[src/rtl/pcs_sync_pkg.sv]
// Shared types, code-group constants and classification helpers for the
// multi-lane PCS code-group synchronizer.
package pcs_sync_pkg;

  typedef enum logic [1:0] {
    StLossOfSync,
    StCommaDetect,
    StAcquireSync,
    StSyncAcquired
  } sync_state_e;

  localparam logic [6:0] COMMA_P = 7'b0011111;
  localparam logic [6:0] COMMA_N = 7'b1100000;

  localparam logic [9:0] COMMA = 10'b1100000101;
  localparam logic [9:0] D1    = 10'b0110001011;
  localparam logic [9:0] D2    = 10'b1000101011;
  localparam logic [9:0] D3    = 10'b0100101011;
  localparam logic [9:0] D4    = 10'b1001000101;
  localparam logic [9:0] BAD   = 10'b0000000000;

  function automatic logic is_comma(input logic [9:0] cg);
    return (cg[9:3] == COMMA_P) || (cg[9:3] == COMMA_N);
  endfunction

  // Running-disparity-legal code groups carry 4, 5 or 6 ones.
  function automatic logic is_invalid(input logic [9:0] cg);
    logic [3:0] ones;
    ones = '0;
    for (int i = 0; i < 10; i++) begin
      ones = ones + {3'b000, cg[i]};
    end
    return (ones < 4'd4) || (ones > 4'd6);
  endfunction

endpackage

[src/rtl/pcs_sync_lane.sv]
// Single-lane code-group synchronizer: comma acquisition FSM, bad/good
// hysteresis counters, saturating loss-of-sync counter and SUDI register.
module pcs_sync_lane
  import pcs_sync_pkg::*;
#(
  parameter int unsigned ACQ_COMMAS = 3,
  parameter int unsigned LOSS_BAD   = 4,
  parameter int unsigned GOOD_RUN   = 3,
  parameter int unsigned CNT_W      = 8
) (
  input  logic             i_clk,
  input  logic             i_rst_n,
  input  logic             i_power_on,
  input  logic [9:0]       i_pudi,
  output logic [10:0]      o_sudi,
  output logic             o_sync_status,
  output logic [CNT_W-1:0] o_loss_cnt
);

  localparam int unsigned AcqW  = $clog2(ACQ_COMMAS + 1);
  localparam int unsigned BadW  = $clog2(LOSS_BAD + 1);
  localparam int unsigned GoodW = $clog2(GOOD_RUN + 1);

  sync_state_e      r_state, w_state_d;
  logic [AcqW-1:0]  r_acq, w_acq_d, w_acq_inc;
  logic [BadW-1:0]  r_bad, w_bad_d, w_bad_inc;
  logic [GoodW-1:0] r_good, w_good_d, w_good_inc;
  logic             r_rx_even, w_rx_even_d;
  logic [10:0]      r_sudi;
  logic             r_status;
  logic [CNT_W-1:0] r_loss_cnt;
  logic             w_loss_inc;

  logic w_comma, w_invalid, w_data, w_cgbad;

  assign w_comma    = is_comma(i_pudi);
  assign w_invalid  = is_invalid(i_pudi);
  assign w_data     = !w_comma && !w_invalid;
  assign w_cgbad    = w_invalid || (w_comma && r_rx_even);
  assign w_acq_inc  = r_acq + AcqW'(1);
  assign w_bad_inc  = r_bad + BadW'(1);
  assign w_good_inc = r_good + GoodW'(1);

  always_comb begin
    w_state_d   = r_state;
    w_acq_d     = r_acq;
    w_bad_d     = r_bad;
    w_good_d    = r_good;
    w_rx_even_d = ~r_rx_even;
    w_loss_inc  = 1'b0;
    unique case (r_state)
      StLossOfSync: begin
        if (i_power_on && w_comma) begin
          w_rx_even_d = 1'b1;
          w_acq_d     = AcqW'(1);
          w_state_d   = StCommaDetect;
        end
      end
      StCommaDetect: begin
        w_state_d = w_data ? StAcquireSync : StLossOfSync;
      end
      StAcquireSync: begin
        if (w_comma && !r_rx_even) begin
          w_rx_even_d = 1'b1;
          if (w_acq_inc == AcqW'(ACQ_COMMAS)) begin
            w_bad_d   = '0;
            w_good_d  = '0;
            w_state_d = StSyncAcquired;
          end else begin
            w_acq_d   = w_acq_inc;
            w_state_d = StCommaDetect;
          end
        end else if (w_cgbad) begin
          w_state_d = StLossOfSync;
        end
      end
      StSyncAcquired: begin
        if (w_cgbad) begin
          w_good_d = '0;
          w_bad_d  = w_bad_inc;
          if (w_bad_inc == BadW'(LOSS_BAD)) begin
            w_state_d  = StLossOfSync;
            w_loss_inc = 1'b1;
          end
        end else if (r_bad != '0) begin
          // A full run of good groups forgives one bad group.
          if (w_good_inc == GoodW'(GOOD_RUN)) begin
            w_bad_d  = r_bad - BadW'(1);
            w_good_d = '0;
          end else begin
            w_good_d = w_good_inc;
          end
        end else begin
          w_good_d = '0;
        end
      end
      default: w_state_d = StLossOfSync;
    endcase
    if (!i_power_on) begin
      w_state_d   = StLossOfSync;
      w_acq_d     = '0;
      w_bad_d     = '0;
      w_good_d    = '0;
      w_rx_even_d = ~r_rx_even;
      w_loss_inc  = (r_state == StSyncAcquired);
    end
  end

  always_ff @(posedge i_clk or negedge i_rst_n) begin
    if (!i_rst_n) begin
      r_state    <= StLossOfSync;
      r_acq      <= '0;
      r_bad      <= '0;
      r_good     <= '0;
      r_rx_even  <= 1'b0;
      r_sudi     <= '0;
      r_status   <= 1'b0;
      r_loss_cnt <= '0;
    end else begin
      r_state   <= w_state_d;
      r_acq     <= w_acq_d;
      r_bad     <= w_bad_d;
      r_good    <= w_good_d;
      r_rx_even <= w_rx_even_d;
      r_sudi    <= {w_rx_even_d, i_pudi};
      r_status  <= (w_state_d == StSyncAcquired);
      if (w_loss_inc && (r_loss_cnt != '1)) begin
        r_loss_cnt <= r_loss_cnt + CNT_W'(1);
      end
    end
  end

  assign o_sudi        = r_sudi;
  assign o_sync_status = r_status;
  assign o_loss_cnt    = r_loss_cnt;

endmodule

[src/rtl/pcs_sync_multi.sv]
// N-lane PCS receive code-group synchronizer: independent per-lane
// synchronizers plus a registered all-lanes-synced flag.
module pcs_sync_multi
  import pcs_sync_pkg::*;
#(
  parameter int unsigned NUM_LANES  = 1,
  parameter int unsigned ACQ_COMMAS = 3,
  parameter int unsigned LOSS_BAD   = 4,
  parameter int unsigned GOOD_RUN   = 3,
  parameter int unsigned CNT_W      = 8
) (
  input  logic                       Clk,
  input  logic                       mr_main_reset,
  input  logic                       power_on,
  input  logic [10*NUM_LANES-1:0]    PUDI,
  output logic [11*NUM_LANES-1:0]    SUDI,
  output logic [NUM_LANES-1:0]       code_sync_status,
  output logic                       all_sync,
  output logic [CNT_W*NUM_LANES-1:0] sync_loss_cnt
);

  logic r_all_sync;

  for (genvar g = 0; g < NUM_LANES; g++) begin : g_lane
    pcs_sync_lane #(
      .ACQ_COMMAS (ACQ_COMMAS),
      .LOSS_BAD   (LOSS_BAD),
      .GOOD_RUN   (GOOD_RUN),
      .CNT_W      (CNT_W)
    ) u_lane (
      .i_clk         (Clk),
      .i_rst_n       (mr_main_reset),
      .i_power_on    (power_on),
      .i_pudi        (PUDI[10*g +: 10]),
      .o_sudi        (SUDI[11*g +: 11]),
      .o_sync_status (code_sync_status[g]),
      .o_loss_cnt    (sync_loss_cnt[CNT_W*g +: CNT_W])
    );
  end

  always_ff @(posedge Clk or negedge mr_main_reset) begin
    if (!mr_main_reset) begin
      r_all_sync <= 1'b0;
    end else begin
      r_all_sync <= &code_sync_status;
    end
  end

  assign all_sync = r_all_sync;

endmodule
[config.mk]
export PLATFORM = sky130hd
export DESIGN_NAME = pcs_sync_multi
export DESIGN_NICKNAME = d
export VERILOG_FILES = /design/src/rtl/pcs_sync_pkg.sv /design/src/rtl/pcs_sync_lane.sv /design/src/rtl/pcs_sync_multi.sv
export SDC_FILE = /design/constraint.sdc
export NUM_CORES = 1
export LEC_CHECK = 0
export CELL_PAD_IN_SITES_DETAIL_PLACEMENT = 1
export CELL_PAD_IN_SITES_GLOBAL_PLACEMENT = 1
export CORE_UTILIZATION = 44
export DETAILED_ROUTE_END_ITERATION = 8
export GPL_ROUTABILITY_DRIVEN = 0
export HOLD_SLACK_MARGIN = 0.06
export MAX_ROUTING_LAYER = met4
export PLACE_DENSITY = 0.95
export SLEW_MARGIN = 20
export SYNTH_ARGS = -nofsm -noshare
export SYNTH_HDL_FRONTEND = slang
export SYNTH_SLANG_ARGS = --single-unit
[constraint.sdc]
create_clock -name Clk -period 4.6 [get_ports Clk]
set_clock_uncertainty 0.1 [all_clocks]
set_input_delay 1.38 -clock Clk [delete_from_list [all_inputs] [get_ports Clk]]
set_output_delay 1.38 -clock Clk [all_outputs]
set_load 0.05 [all_outputs]
* Word-level counts from Yosys, hierarchy flattened
Cells that the tools add are included.
** Word-level totals
- Bits in latches :: 0
- Flip-flop bits (word level) :: 31
- Memory bits (writable) :: 0
- Bits in read-only memories :: 0
- Output and inout bits :: 21
- Memories kept :: 0
** Operators by class
- Reductions and logical operators :: 16
- Multiply operators :: 0
- Mux-type cells :: 36
- Bitwise logic cells :: 1
- Add/subtract/negate cells :: 14
- Equal/unequal tests :: 18
- $lt $le $gt $ge :: 2
- Div/mod/pow operators :: 0
- Shift operators :: 0
** Operators by type and width (number)
- 2-bit 2-to-1 mux :: 18
- 4-bit by 1-bit adder with 4-bit output :: 8
- 3-bit 2-to-1 mux :: 6
- 2-bit equality test, second input constant :: 5
- 3-bit by 2-bit inequality test with 1-bit output, second input constant :: 3
- 8-bit by 1-bit adder with 8-bit output, second input constant :: 1
- 4-bit by 2-bit inequality test with 1-bit output, second input constant :: 2
- 8-bit inequality test, second input constant :: 1
- 2-bit one-hot mux with 2 select lines :: 2
- 2-bit one-hot mux with 4 select lines :: 1
- 7-bit by 5-bit equality test with 1-bit output, second input constant :: 1
- 7-bit equality test, second input constant :: 1
- 1-bit 2-to-1 mux :: 7
- 3-bit by 1-bit inequality test with 1-bit output, second input constant :: 2
- 3-bit one-hot mux with 2 select lines :: 1
- 1-bit logical AND :: 5
- 5-bit AND reduction :: 1
- 2-bit by 1-bit adder with 2-bit output, second input constant :: 2
- 4-bit by 3-bit greater-than comparator with 1-bit output, second input constant :: 1
- 4-bit by 3-bit less-than comparator with 1-bit output, second input constant :: 1
- 4-bit AND reduction :: 1
- 3-bit by 1-bit adder with 3-bit output, second input constant :: 1
- 3-bit equality test, second input constant :: 1
- 1-bit zero test :: 3
- other kinds (10) :: 12

* Longest topological paths before layout
- Word-level depth :: 17
- Depth in mapped cells :: 14
- Gate-level depth less buffers :: 14

* By module
From an unflattened synthesis, not the netlist that was laid out.
** Second synthesis, totals
- Cells, all modules :: 156
- Area total of the unflattened synthesis :: 1789.2 um2
** Modules (own cells, without submodules)
- pcs_sync_lane :: area each 1764.2 um2, instances 1, cells each 155
- pcs_sync_multi :: area each 25.0 um2, instances 1, cells each 1

* Worst setup path after synthesis
No wires, ideal clock.
- Path kind :: input to register
- Start :: in PUDI[0]
- End :: reg g_lane[0].u_lane.r_bad[2]
- Stages :: 14
- Required time :: 4.417 ns
- Path slack :: -0.621 ns
- Arrival time :: 5.038 ns
- Library setup time :: 0.083 ns
- Buffers on the path :: 0
- Cell sequence :: ha_1 inv_1 fa_1 fa_1 fa_1 inv_1 fa_1 inv_1 fa_1 inv_1 a21o_1 nor3_1 mux2_2 o22ai_1
** On the way
- Longest elaborated chain between the ends :: 15
- Elaborated cells between the ends (all ways) :: 19
- Classes of those cells :: add/sub: 9; order compare: 2; eq/ne: 2; mux: 3; reduce/logical: 3
** RTL lines
- start, declared :: RTL line pcs_sync_multi.sv:15 : input logic [10*NUM_LANES-1:0] PUDI,
- 1-bit by 1-bit adder with 2-bit output * :: RTL line pcs_sync_pkg.sv:31 : ones = ones + {3'b000, cg[i]};
- 4-bit by 1-bit adder with 4-bit output * (8 in a row) :: RTL line pcs_sync_pkg.sv:31
- 4-bit by 3-bit less-than comparator with 1-bit output / 4-bit by 3-bit greater-than comparator with 1-bit output (equally long branches) :: RTL line pcs_sync_pkg.sv:33 : return (ones < 4'd4) || (ones > 4'd6);
- 1-bit logical OR * :: RTL line pcs_sync_pkg.sv:33
- 1-bit logical OR * :: RTL line pcs_sync_lane.sv:39 : assign w_cgbad = w_invalid || (w_comma && r_rx_even);
- 3-bit 2-to-1 mux :: RTL line pcs_sync_lane.sv:78 : if (w_cgbad) begin
- 3-bit one-hot mux with 2 select lines :: RTL line pcs_sync_lane.sv:51 : unique case (r_state)
- 3-bit 2-to-1 mux :: RTL line pcs_sync_lane.sv:99 : if (!i_power_on) begin
- end signal, assigned :: RTL line pcs_sync_lane.sv:122 : r_bad <= w_bad_d;
- end, declared :: RTL line pcs_sync_lane.sv:26 : logic [BadW-1:0] r_bad, w_bad_d, w_bad_inc;
Mark *: on every way between the ends. The rest lies on a longest branch, timed or not.
A chain may end at the register's enable or synchronous reset.

* Final worst setup path
- Start :: in PUDI[1]
- End :: reg g_lane[0].u_lane.r_bad[1]
The elaborated chain is that of the path after synthesis.

==> flow_summary.json <==
{
  "power_density_nw_per_um2": 335,
  "ys_seq_elements": 30,
  "firstDrtPassIters": 4,
  "drt-initial-drc-count": 183,
  "r2r_slack_ps": 2210,
  "nNetsFinal": 247,
  "antenna_cells": 0,
  "use_met2_pct": 54.2,
  "finalMaxSlewViolations": 0,
  "yosys.area_share.simple_pct": 11.8,
  "drive_gt1_share_pct": 27.5,
  "synth_fa_ha_area_share_pct": 14.3,
  "synth.area.mux_share_pct": 1.81,
  "grt_pass1_vias": 1714,
  "vias_per_cell": 5.88,
  "grt.overflow.total": 0,
  "timing.rr.end": "g_lane[0].u_lane.o_loss_cnt[1]$_DFFE_PN0P_",
  "io_pins": 34,
  "worst_slack_ps": -505,
  "path_clk_slew_ps": 70,
  "die_y_um": 65.9,
  "dpl.cell_count": 251,
  "clock_latency_ps": 300,
  "cts_max_path_buffers": 2,
  "core_um2": 3800,
  "grt_pass1_wl_mm": 9.52,
  "worstSetupStartpointType": "input pin",
  "holdPathStages": 0,
  "arrival_ps": 5170,
  "max_clock_freq_mhz": 196,
  "grt_util_met1_pct": 36.2,
  "cp_slowest_cell": "fa_2",
  "root_buffer": "clkbuf_8",
  "synthesis.nets": 192,
  "worst_slew_pin_slew_ps": 1100,
  "grt_use_met3_pct": 4.66,
  "grt_use_total_pct": 31.9,
  "std_cell_rows": 22,
  "yosys_warnings": 0,
  "p_leak_nw": 1.08,
  "crit_fanout": 4,
  "worstPathRequired_ps": 4660,
  "area_growth_pct": 43.3,
  "finalHoldViolations": 0,
  "r2r_start": "g_lane[0].u_lane.o_loss_cnt[0]$_DFFE_PN0P_",
  "post-dp-hpwl_mm": 3.65,
  "ys_types": 43,
  "synth_area_per_cell_um2": 11.1,
  "timing.final.crit_share_pct": 111,
  "reg2regPathDepth": 5,
  "synth_area_um2": 1800,
  "worstSetupPathType": "in -> reg",
  "rsz0062_at_grt": "yes",
  "vias": 1563,
  "seq_area_frac_synth_pct": 41.7,
  "cts_buffers": 5,
  "antenna_found_initial": 0,
  "synth_compound_area_share_pct": 21.1,
  "grt_max_degree": 31,
  "ant_nets": 0,
  "cts-hold-fix-buffers": 0,
  "max_slew_margin_pct": 26.8,
  "outcome": "finished, violations left",
  "syn_inst": 162,
  "start_util_pct": 47.4,
  "async_flop_share_pct": 100,
  "hold_ws_ps": 311,
  "cpMostUsedCell": "inv_2",
  "setup_viol": 16,
  "min_period_ps": 5110,
  "endpoint_kind": "flip-flop",
  "holdCritPathClass": "reg -> reg",
  "dieArea_um2": 4350,
  "htreeDepth": 2,
  "numPortBuffers": 33,
  "placed_area_um2": 2300,
  "hold_path_end": "all_sync$_DFF_PN0_",
  "post_drt_wl_per_cell_um": 24.3,
  "post-route-util_pct": 67.9,
  "cts.sinks": 30,
  "drc_errors": 0,
  "slowest_delay_ps": 530,
  "worstPathCellList": "buf_8, ha_4, inv_2, fa_1, fa_1, fa_1, inv_2, fa_2, inv_2, fa_2, inv_2, a21o_4, nor3_4, buf_6, mux2i_4, o211ai_1",
  "ys.flop_type": "dfrtp_1",
  "synth_top_family_by_area": "compound AO/OA/AOI/OAI gates",
  "hold_start": "g_lane[0].u_lane.o_sync_status$_DFF_PN0_",
  "cts_tree": "yes",
  "maxCapViolCount": 0,
  "synth_edf_count": 0,
  "top_usage_layer": "met2",
  "fp.dieW_um": 65.9,
  "vdd_drop_max_mv": 0.233,
  "synth_xor_area_share_pct": 3.41,
  "instances_no_fill": 266,
  "routed_wirelength_mm": 6.47,
  "violations": "negative setup slack",
  "final_cell_area_um2": 2580
}
[worst max-delay path: cells and delay by family]
kind            cells  cell delay (ps)
mux                 1              240
compound gates      2              360
simple gates        1              280
fa+ha+maj           6             2410
buf+inv             6              490
[per-stage QoR]
stage / setup WS [ps] / TNS, ps / total power (W)
2_1_floorplan: -485 / -5450 / 0.000426
3_3_place_gp: -974 / -13770 / 0.000503
3_5_place_dp: -1190 / -16830 / 0.000522
4_1_cts: -617 / -8570 / 0.000801
5_1_grt: -616 / -8330 / 0.000892
6_report: -505 / -6690 / 0.000862
[cell usage in the layout (no fill, tap or decap), drive strengths merged, types with 5 or more instances in the layout]
cell type,netlist,layout
buf,1,21
clkdlybuf4s50,0,29
nand3,7,7
ha,11,11
dfrtp,30,30
a21oi,6,6
xor2,7,7
inv,23,23
clkbuf,3,7
fa,6,6
nand2,10,10
o21ai,5,5
[power by group]
| group | leakage, nW | internal, W | total [W] | switching (W) |
|---|---|---|---|---|
| logic | 0.656 | 0.000151 | 0.000347 | 0.000196 |
| registers | 0.379 | 0.000273 | 0.000285 | 0.0000113 |
| clock network | 0.0482 | 0.000121 | 0.000231 | 0.000110 |
[cells by family (layout without fill, tap and decap cells)]
logic type	count (synthesis)	count (layout)
simple gates	40	40
compound gates	38	38
flops	30	30
buf+inv	27	83
fa+ha+maj	17	17
xor+xnor	7	7
mux	3	3
[state kept, by name, summed over array words and instances (netlist names)]
| signal | flops |
|---|---|
| g_lane.u_lane.o_loss_cnt | 8 |
| g_lane.u_lane.r_acq | 2 |
| g_lane.u_lane.o_sudi | 10 |
| g_lane.u_lane.r_bad | 3 |
| g_lane.u_lane.r_rx_even | 1 |
| g_lane.u_lane.o_sync_status | 1 |
| g_lane.u_lane.r_good | 2 |
| all_sync | 1 |
| g_lane.u_lane.r_state | 2 |
[repair_timing]
item | in CTS | in global routing
setup endpoints to repair | 16 | 16
resized for setup | 35 | 10
setup buffers | 4 | 4
pin swaps | 15 | 15
[layer usage]
metal,vias up,share of wire [%]
met5,-,0
li1,687,-
met3,17,3.7
met1,803,39
met2,56,54
met4,0,3.3
[worst max path at each step]
stage | startpoint | end | slack (ps) | cells past startpoint
4_1_cts | PUDI[0] | g_lane[0].u_lane.o_loss_cnt[7]$_DFFE_PN0P_ | -620 | 16
3_5_place_dp | PUDI[0] | g_lane[0].u_lane.r_bad[1]$_DFFE_PN0P_ | -1190 | 17
6_report | PUDI[1] | g_lane[0].u_lane.r_bad[1]$_DFFE_PN0P_ | -510 | 16
2_1_floorplan | PUDI[1] | g_lane[0].u_lane.o_loss_cnt[1]$_DFFE_PN0P_ | -480 | 14
3_3_place_gp | PUDI[0] | g_lane[0].u_lane.o_loss_cnt[1]$_DFFE_PN0P_ | -970 | 16
5_1_grt | PUDI[1] | g_lane[0].u_lane.r_bad[1]$_DFFE_PN0P_ | -620 | 16
[cell usage after synthesis, types with 2 or more instances]
master / instances / share of area, %
nand2_1: 10 / 2.1
nor2_1: 4 / 0.83
nand2b_1: 2 / 0.70
nor3_1: 4 / 1.1
dfrtp_1: 30 / 42
fa_1: 6 / 6.7
o22ai_1: 2 / 0.70
nand4_1: 3 / 1.0
a2111oi_4: 3 / 4.6
o41ai_1: 2 / 0.97
nand3b_1: 2 / 0.83
a21oi_1: 6 / 1.7
o32ai_4: 2 / 3.1
a211oi_1: 4 / 1.7
mux2_2: 2 / 1.3
a31oi_1: 2 / 0.70
ha_1: 11 / 7.6
xor2_1: 7 / 3.4
inv_1: 23 / 4.8
nand3_1: 7 / 1.9
clkbuf_1: 3 / 0.63
nor2b_1: 3 / 1.0
o21ai_0: 4 / 1.1
[area by class of cell]
class	instances	area (um^2)
clock buffers	7	86.3
flip-flops and latches	30	751
clock inverters	1	5.00
fillers	394	1220
multi-input cells	105	1090
repair buffers	52	495
inverters	23	86.3
well taps	48	60.1
Note: power is estimated with default switching activity, not from simulation.
